<file path="src/rtl/register_sequencer_pkg.sv">
// Shared encodings for the register-file sequencer: register op codes,
// instruction opcodes, ALU functions and FSM states.
package register_sequencer_pkg;

    localparam int unsigned REG_OP_W = 2;
    localparam int unsigned OPCODE_W = 3;
    localparam int unsigned ALU_OP_W = 2;

    // Datapath register operations
    localparam logic [REG_OP_W-1:0] REG_CLEAR  = 2'b00;
    localparam logic [REG_OP_W-1:0] REG_LOAD   = 2'b01;
    localparam logic [REG_OP_W-1:0] REG_HOLD   = 2'b10;
    localparam logic [REG_OP_W-1:0] REG_SHIFTL = 2'b11;

    // ALU functions; encoding 2'b11 is never driven
    localparam logic [ALU_OP_W-1:0] ALU_A_PLUS_B  = 2'b00;
    localparam logic [ALU_OP_W-1:0] ALU_A_MINUS_B = 2'b01;
    localparam logic [ALU_OP_W-1:0] ALU_R_PLUS_A  = 2'b10;

    typedef enum logic [OPCODE_W-1:0] {
        OPC_NOP = 3'b000,
        OPC_LDA = 3'b001,
        OPC_LDB = 3'b010,
        OPC_ADD = 3'b011,
        OPC_SUB = 3'b100,
        OPC_MUL = 3'b101,
        OPC_CLR = 3'b110,
        OPC_SHR = 3'b111
    } opcode_e;

    typedef enum logic [2:0] {
        S_IDLE      = 3'd0,
        S_EXEC      = 3'd1,
        S_MUL_SHIFT = 3'd2,
        S_MUL_ADD   = 3'd3,
        S_DONE      = 3'd4
    } state_e;

endpackage

</file>
<file path="src/rtl/register_sequencer.sv">
// Instruction sequencer for the 4-bit A/B/R register file: decodes an opcode
// into per-register op codes and ALU controls, including shift-add multiply.
module register_sequencer
    import register_sequencer_pkg::*;
#(
    parameter int unsigned MUL_STEPS = 4
) (
    input  logic       clock,
    input  logic       reset_n,
    input  logic       start,
    input  logic [2:0] opcode,
    input  logic       b_msb,
    output logic [1:0] op_a,
    output logic [1:0] op_b,
    output logic [1:0] op_r,
    output logic       sel_a,
    output logic [1:0] alu_op,
    output logic       busy,
    output logic       done
);

    localparam int unsigned CNT_W = (MUL_STEPS > 1) ? $clog2(MUL_STEPS) : 1;
    localparam logic [CNT_W-1:0] CNT_LAST = CNT_W'(MUL_STEPS - 1);

    state_e           state_q, state_d;
    opcode_e          opc_q, opc_d;
    logic [CNT_W-1:0] cnt_q, cnt_d;

    // State, latched instruction and multiply iteration counter
    always_ff @(posedge clock or negedge reset_n) begin
        if (!reset_n) begin
            state_q <= S_IDLE;
            opc_q   <= OPC_NOP;
            cnt_q   <= '0;
        end else begin
            state_q <= state_d;
            opc_q   <= opc_d;
            cnt_q   <= cnt_d;
        end
    end

    // Next-state and control decode; outputs follow state so reset idles them at once
    always_comb begin
        state_d = state_q;
        opc_d   = opc_q;
        cnt_d   = cnt_q;
        op_a    = REG_HOLD;
        op_b    = REG_HOLD;
        op_r    = REG_HOLD;
        sel_a   = 1'b0;
        alu_op  = ALU_A_PLUS_B;
        busy    = 1'b1;
        done    = 1'b0;

        case (state_q)
            S_IDLE: begin
                busy = 1'b0;
                if (start) begin
                    opc_d   = opcode_e'(opcode);
                    state_d = S_EXEC;
                end
            end

            S_EXEC: begin
                state_d = S_DONE;
                case (opc_q)
                    OPC_NOP: ;
                    OPC_LDA: begin
                        op_a  = REG_LOAD;
                        sel_a = 1'b0;
                    end
                    OPC_LDB: op_b = REG_LOAD;
                    OPC_ADD: begin
                        op_r   = REG_LOAD;
                        alu_op = ALU_A_PLUS_B;
                    end
                    OPC_SUB: begin
                        op_r   = REG_LOAD;
                        alu_op = ALU_A_MINUS_B;
                    end
                    OPC_MUL: begin
                        op_r    = REG_CLEAR;
                        cnt_d   = '0;
                        state_d = S_MUL_SHIFT;
                    end
                    OPC_CLR: begin
                        op_a = REG_CLEAR;
                        op_b = REG_CLEAR;
                        op_r = REG_CLEAR;
                    end
                    OPC_SHR: op_r = REG_SHIFTL;
                    default: ;
                endcase
            end

            S_MUL_SHIFT: begin
                op_r    = REG_SHIFTL;
                state_d = S_MUL_ADD;
            end

            // Multiplier consumed MSB-first: B shifts left as R accumulates
            S_MUL_ADD: begin
                alu_op = ALU_R_PLUS_A;
                op_b   = REG_SHIFTL;
                op_r   = b_msb ? REG_LOAD : REG_HOLD;
                if (cnt_q == CNT_LAST) begin
                    state_d = S_DONE;
                end else begin
                    cnt_d   = cnt_q + CNT_W'(1);
                    state_d = S_MUL_SHIFT;
                end
            end

            S_DONE: begin
                done    = 1'b1;
                state_d = S_IDLE;
            end

            default: state_d = S_IDLE;
        endcase
    end

endmodule

</file>
<file path="config.mk">
export PLATFORM = sky130hd
export DESIGN_NAME = register_sequencer
export DESIGN_NICKNAME = d
export VERILOG_FILES = /design/src/rtl/register_sequencer_pkg.sv /design/src/rtl/register_sequencer.sv
export SDC_FILE = /design/constraint.sdc
export NUM_CORES = 1
export LEC_CHECK = 0
export ABC_AREA = 1
export CAP_MARGIN = 20
export CORE_MARGIN = 2
export CORE_UTILIZATION = 38
export CTS_CLUSTER_DIAMETER = 60
export DETAILED_ROUTE_END_ITERATION = 8
export PLACE_DENSITY = 0.7
export SYNTH_ARGS = -nofsm -noshare
export SYNTH_HDL_FRONTEND = slang
export SYNTH_SLANG_ARGS = --single-unit
</file>
<file path="constraint.sdc">
create_clock -name clock -period 1.2 [get_ports clock]
set_input_delay 0.36 -clock clock [delete_from_list [all_inputs] [get_ports clock]]
set_output_delay 0.36 -clock clock [all_outputs]
set_load 0.01 [all_outputs]
</file>
# Word level (Yosys, flattened, before mapping)
# Index checks and enable logic that the tools add are counted.
totals:
  ff_bits: 8
  output_inout_bits: 11
  elab_cells: 43
op_classes:
  reduce_logical: 6
  n_mux: 18
  eq_ne: 15
  n_addsub: 1
op_table:
  columns: ["cell", "count"]
  rows:
  - ["$pmux W2 S2", 5]
  - ["$eq A3 B3 Y1 const B", 5]
  - ["$eq A3 B2 Y1 const B", 4]
  - ["$pmux W2 S3", 2]
  - ["$pmux W3 S4", 1]
  - ["$mux W3", 3]
  - ["$mux W2", 4]
  - ["$eq A3 B1 Y1 const B", 2]
  - ["$ne A2 B2 Y1 const B", 3]
  - ["$reduce_or A2 Y1", 2]
  - ["$logic_not A3 Y1", 1]
  - ["$mux W1", 3]
  - ["$reduce_and A3 Y1", 1]
  - ["$add A2 B1 Y2 const B", 1]
  - ["$eq A2 B2 Y1 const B", 1]
  - ["$reduce_and A2 Y1", 1]
  - ["$reduce_bool A2 Y1", 1]

# Longest topological paths before layout
logic_depth:
  ltp_word: 4
  mapped_depth: 7
  mapped_depth_nobuf: 6

# Worst setup path after synthesis
# No wires, ideal clock.
synth_timing:
  path_kind: "reg-to-output"
  start: "reg state_q[2]"
  end: "out op_b[0]"
  arrival_ns: 1.035
  path_stages_with_launch: 6
  required_time_ns: 0.840
  path_slack_ns: -0.195
  cell_sequence: "dfrtp_1 -> inv_2 -> nand2_1 -> nor2_2 -> nand2_2 -> o21ai_1"
synth_via:
  elab_chain_cells: 2
  word_cells_on_any_way: 3
  cone_classes: "eq/ne: 2; mux: 1"
synth_rtl:
  columns: ["element", "line_no", "source"]
  rows:
  - ["start, declared", "register_sequencer.sv:25", "state_e state_q, state_d;"]
  - ["start signal, assigned", "register_sequencer.sv:36", "state_q <= state_d;"]
  - ["$eq A3 B2 Y1 / $eq A3 B1 Y1 (equally long branches)", "register_sequencer.sv:55", "case (state_q)"]
  - ["$pmux W2 S2 (*)", "register_sequencer.sv:55", null]
  - ["end, declared", "register_sequencer.sv:14", "output logic [1:0] op_b,"]
# Mark *: on every way between the ends. The rest lies on a longest branch, timed or not.

# Final worst setup path
layout_timing:
  start: "reg state_q[2]"
  end: "out op_a[1]"
layout_via:
  elab_chain_cells: 2
layout_rtl:
  columns: ["element", "line_no", "source"]
  rows:
  - ["$eq A3 B1 Y1", "register_sequencer.sv:55", null]
  - ["$mux W2", "register_sequencer.sv:55", null]
  - ["end, declared", "register_sequencer.sv:13", "output logic [1:0] op_a,"]
# Every way passes these cells.

==> flow_metrics.env <==
export IMPL_status="complete, but fails checks"
export IMPL_violations="setup timing"
export IMPL_ys_ff_latch=8
export IMPL_max_vdd_ir_drop_uv=1550
export IMPL_crit_buf_inv=2
export IMPL_num_io_pins=18
export IMPL_n_antenna_cell=0
export IMPL_synth_nets=80
export IMPL_path_cells="inv_2 > nand2_2 > nor2_4 > nand2_2 > nor2_2 > nor2_2 > buf_2"
export IMPL_start_util_pct=40.5
export IMPL_timing_fmax_mhz=588
export IMPL_setup_viol=18
export IMPL_setup_slack_ns=-0.501
export IMPL_end_kind="primary output"
export IMPL_wl_um=1880
export IMPL_place_congestion=0.796
export IMPL_grt_pass1_vias=558
export IMPL_drive_gt1_share_pct=68.3
export IMPL_cts_root_buffer="clkbuf_4"
export IMPL_wl_per_cell_um=13.9
export IMPL_min_path_type="input pin to async pin"
export IMPL_clock_sinks=8
export IMPL_grt_use_met3_pct=4.89
export IMPL_clk_latency_ns=0.27
export IMPL_die_w_um=41.2
export IMPL_grt_busiest_layer="met2"
export IMPL_die_h_um=41.2
export IMPL_startpoint_type="flop"
export IMPL_grtUsageTotal_pct=23.6
export IMPL_leakagePower_nw=0.546
export IMPL_nets=129
export IMPL_hold_ws_ns=0.360
export IMPL_row_count=13
export IMPL_clk_path_buf_depth=2
export IMPL_place_ws_ns=-0.713
export IMPL_drc=0
export IMPL_synthesis_instances=72
export IMPL_grt_antenna_before_repair=0
export IMPL_cts_clk_slew_worst_paths_ns=0.06
export IMPL_fin_crit_ns=1.70
export IMPL_met2_usage_pct=39.5
export IMPL_syn2layout_area_growth_pct=107
export IMPL_antenna_left=0
export IMPL_maxSlewViolCount=0
export IMPL_cts_tree="done"
export IMPL_post_place_cells=117
export IMPL_crit_family="flip-flops"
export IMPL_final_cells=135
export IMPL_grt_pass1_wl_um=2370
export IMPL_fin_util_pct=83.7
export IMPL_placeableCoreArea_um2=1300
export IMPL_slowest_stage="dfrtp_2"
export IMPL_crit_type="flop to primary output"
export IMPL_skew_ns=0.00972
export IMPL_met1_usage_pct=24.9
export IMPL_port_buffers=16
export IMPL_synth_seq_area_share_pct=38.0
export IMPL_ys_warn_count=0
export IMPL_hold_viol=0
export IMPL_syn_area_per_cell_um2=7.32
export IMPL_pwr_share_comb_pct=72.0
export IMPL_power_density_nw_per_um2=2630
export IMPL_synth_cell_types=21
export IMPL_p_sw_share_pct=44.6
export IMPL_critPathMaxStageDelay_ns=0.44
export IMPL_fin_crit_sh_pct=142
export IMPL_die_area_um2=1700
export IMPL_p_sw_mw=1.28
export IMPL_p_clk_share_pct=8.0
export IMPL_seqPwrFrac_pct=19.9
export IMPL_grt_max_degree=9
export IMPL_path_max_fanout=3
export IMPL_drtIter0Drc=19
export IMPL_maxCapViolations=0
export IMPL_numCtsBuffers=3
export IMPL_arrival_ns=1.34
export IMPL_dpl_hpwl_um=1010
export IMPL_crit_required_ns=0.84
export IMPL_gr_total_overflow=0
export IMPL_avgViaCountPerCell=4.84
export IMPL_firstDrtPassIters=4
export IMPL_cts_htree_levels=1
export IMPL_power_mw=2.86
export IMPL_p_int_mw=1.59
export IMPL_num_vias=653
export IMPL_grt_setup_unrepaired="yes"
export IMPL_syn_area_um2=527
[path summary, 6_finish.rpt]
path	from	to	slack (ns)	depth (start not counted)
worst max register to register	state_q[2]	cnt_q[1]	-0.18	9
worst max-delay path	state_q[2]	op_a[1]	-0.50	7
worst min-delay path	reset_n	cnt_q[0]	0.36	1
min in group clock	cnt_q[1]	cnt_q[1]	0.52	2
max in group asynchronous	reset_n	opc_q[2]	0.55	1
worst min register to register	cnt_q[1]	cnt_q[1]	0.52	2
[final cells by class]
class / instances / area [um2]
Sequential cell: 8 / 204
Timing Repair Buffer: 46 / 402
Multi-Input combinational cell: 51 / 394
Fill cell: 79 / 213
Inverter: 11 / 43.8
Clock buffer: 4 / 26.3
Tap cell: 15 / 18.8
[stage by stage]
stage / cell area (um2) / setup TNS [ns]
final: 1090 / -5.29
after global routing: 1090 / -6.21
after CTS: 1000 / -4.43
after detailed placement: 835 / -5.81
after global placement: 835 / -5.67
after floorplan: 554 / -0.417
[cells in the mapped netlist, drive strengths merged]
cell type	instances	area (um2)
a21oi	3	15.0
buf	2	15.0
conb	1	3.75
dfrtp	8	200
ha	1	12.5
inv	11	41.3
nand2	17	71.3
nand3	6	35.0
nand4	2	12.5
nor2	15	81.3
nor3	2	15.0
o21a	1	7.51
o21ai	2	10.0
o22ai	1	6.26
[layer usage]
layer  vias up  part of all wire [%]
met5         -                     0
met4         0                   3.5
met3         7                   2.1
met2        13                    53
met1       314                    41
li1        319                     -
[cell usage in the layout, fill, tap and decap left out, types with 5 or more instances in the layout]
cell type and instances:
buf_2 6, dfrtp_1 5, nor2_4 7, nor2_2 5
inv_1 5, inv_2 5, clkdlybuf4s50_1 6, buf_6 15
buf_4 19, nand2_2 6, nand2_1 8
[cell families after synthesis]
logic type                 share of synthesized area (%)
adders and majority gates                           2.37
buffers and inverters                               10.7
and+or+nand+nor                                     40.9
other                                              0.712
DFF                                                 38.0
AOI/OAI and AO/OA                                   7.36
[flip-flops by register name, indices dropped and copies added, names as in the netlist]
name / cells
opc_q: 3
cnt_q: 2
state_q: 3
[what timing repair did]
item / CTS / global route
setup buffers: 10 / 4
pin swaps: 12 / 9
endpoints found under the setup margin: 15 / 16
hold buffers: 0 / 0
cloned: 0 / 0
gates resized for setup: 70 / 14
[power groups by stage]
stage	Sequential [mW]	Combinational, mW	Clock [mW]
finish	0.571	2.06	0.230
global route	0.586	2.20	0.248
CTS	0.551	1.83	0.238
detailed placement	0.561	1.42	0
global placement	0.559	1.40	0
floorplan	0.521	0.737	0
No activity file was read; power rests on OpenSTA's default activity.
==> patch: new RTL, same flow settings <==
The 5 states of `state_e` get a one-hot encoding in 5 bits.
--- a/src/rtl/register_sequencer_pkg.sv
+++ b/src/rtl/register_sequencer_pkg.sv
@@ -29,10 +29,10 @@
     } opcode_e;
 
-    typedef enum logic [2:0] {
-        S_IDLE      = 3'd0,
-        S_EXEC      = 3'd1,
-        S_MUL_SHIFT = 3'd2,
-        S_MUL_ADD   = 3'd3,
-        S_DONE      = 3'd4
+    typedef enum logic [4:0] {
+        S_IDLE      = 5'b00001,
+        S_EXEC      = 5'b00010,
+        S_MUL_SHIFT = 5'b00100,
+        S_MUL_ADD   = 5'b01000,
+        S_DONE      = 5'b10000
     } state_e;
 
Formal check against the unedited RTL: same outputs for any inputs over 10 cycles, from zero or initial values and one cycle with reset_n low; not proved beyond that.
==> patch against the original RTL <==
- the run still ends with negative setup slack left
- area after synthesis is 17% higher
- final area down 1.0%
- wire length down 15%
- sequential cell count rose by 2
- count of clock-buffer cells in the layout stayed put
- via count is 0.92% higher
- worst hold slack improved by 11 ps
- setup slack got worse by 51 ps
- sequential share of layout area increased by 4.7 points
- clock skew down 6.1 ps
- highest routed layer unchanged
Power is not compared: it rests on default switching activity, and its combinational part moved more than twofold at a synthesized area within 25%.
==> patch: results (changes against the original RTL) <==
- HPWL after DPL: 1060 um (+4.8%)
- Register cell area after layout: 253 sq um (+24%)
- Area after DPL: 922 sq um (+10%)
- The global-route track usage on met2 is 33.8% (-5.6 points).
* Grt met1 use: 19.9% (-5.0 points)
- The wire length on met1 came to 627 um (-19%).
- The post-CTS setup-driven buffer insertion count was 6 (-4).
- The number of global-route vias before repair was 636 (+14%).
* Signal buffers share of area: 30.0% (-6.9 points)
- Routability cong.: 0.781 (-2.0%)
- Fraction of the yosys area taken by sequential cells: 40.9% (+2.8 points)
- Post-Syn Instances: 81 (+13%)
- The compound-cell area share of the yosys netlist came to 4.88% (-2.5 points).
- Failing checks: negative setup slack
* Run status: finished, violations left
- The clock sink count was 10 (+2).
- Final-layout fill cell count: 122 (+54%)
* Multi-input gate share of the layout cell area: 35.8% (-0.43 points)
* Syn Nets: 89 (+11%)
- Cell type group with the largest total delay on the critical path: simple AND/OR/NAND/NOR gates
- The post-CTS resize count was 64 (-8.6%).
- The wire length of the first global-routing pass is 2530 um (+6.4%).
- The worst register-to-register path begins at state_q[3].
- Minimum setup slack in the final design: -552 ps (-51.1 ps)
- In the post-synthesis netlist, the biggest area contributors are dfrtp_1 (37%), nand2_1 (14%), inv_1 (5.5%), nand3_1 (4.9%), nor2_1 (4.9%).
- The per-instance average area after synthesis is 7.60 sq um (+3.9%).
- Post-synthesis adder-cell area fraction: 2.03% (-0.34 points)
- Arr. time, crit path: 1390 ps (+50 ps)
- The total routing resource utilization after global routing came to 18.0% (-5.6 points).
- Final setup violating endpoints: 15 (-3)
- Count of non-filler cells in the finished layout: 138 (+2.2%)
* Bufs w/o clock: 38 (-17%)
-- patch: cell types whose count changed after synthesis, sizes merged, moves of 2 or more --
cell	change
nor2	-3
inv	+2
a21oi	-3
nand2	+9
-- patch: metrics by stage --
stage / power (mW) / hold slack, ps / TNS [ps] / utilization, %
after floorplan: 0.952 / 64.4 / -734 / -
after global placement: 1.35 / 487 / -5930 / 61.2
after detailed placement: 1.36 / 501 / -6030 / 61.2
after CTS: 1.76 / 372 / -5410 / 68.6
after global routing: 1.99 / 370 / -6420 / 71.5
final: 1.86 / 372 / -5210 / 71.5
-- patch: final timing paths --
path	to	slack (ps)
worst max register to register	cnt_q[1]	-110
min in group clock	cnt_q[0]	550
worst min-delay path	opc_q[0]	370
worst min register to register	cnt_q[0]	550
worst max-delay path	op_a[0]	-550
max in group asynchronous	state_q[0]	610
-- patch: kinds of logic after synthesis --
| group | Yosys count |
|---|---|
| buf+inv | 15 |
| flops | 10 |
| other cells | 1 |
| fa+ha+maj | 1 |
| compound gates | 4 |
| simple gates | 50 |
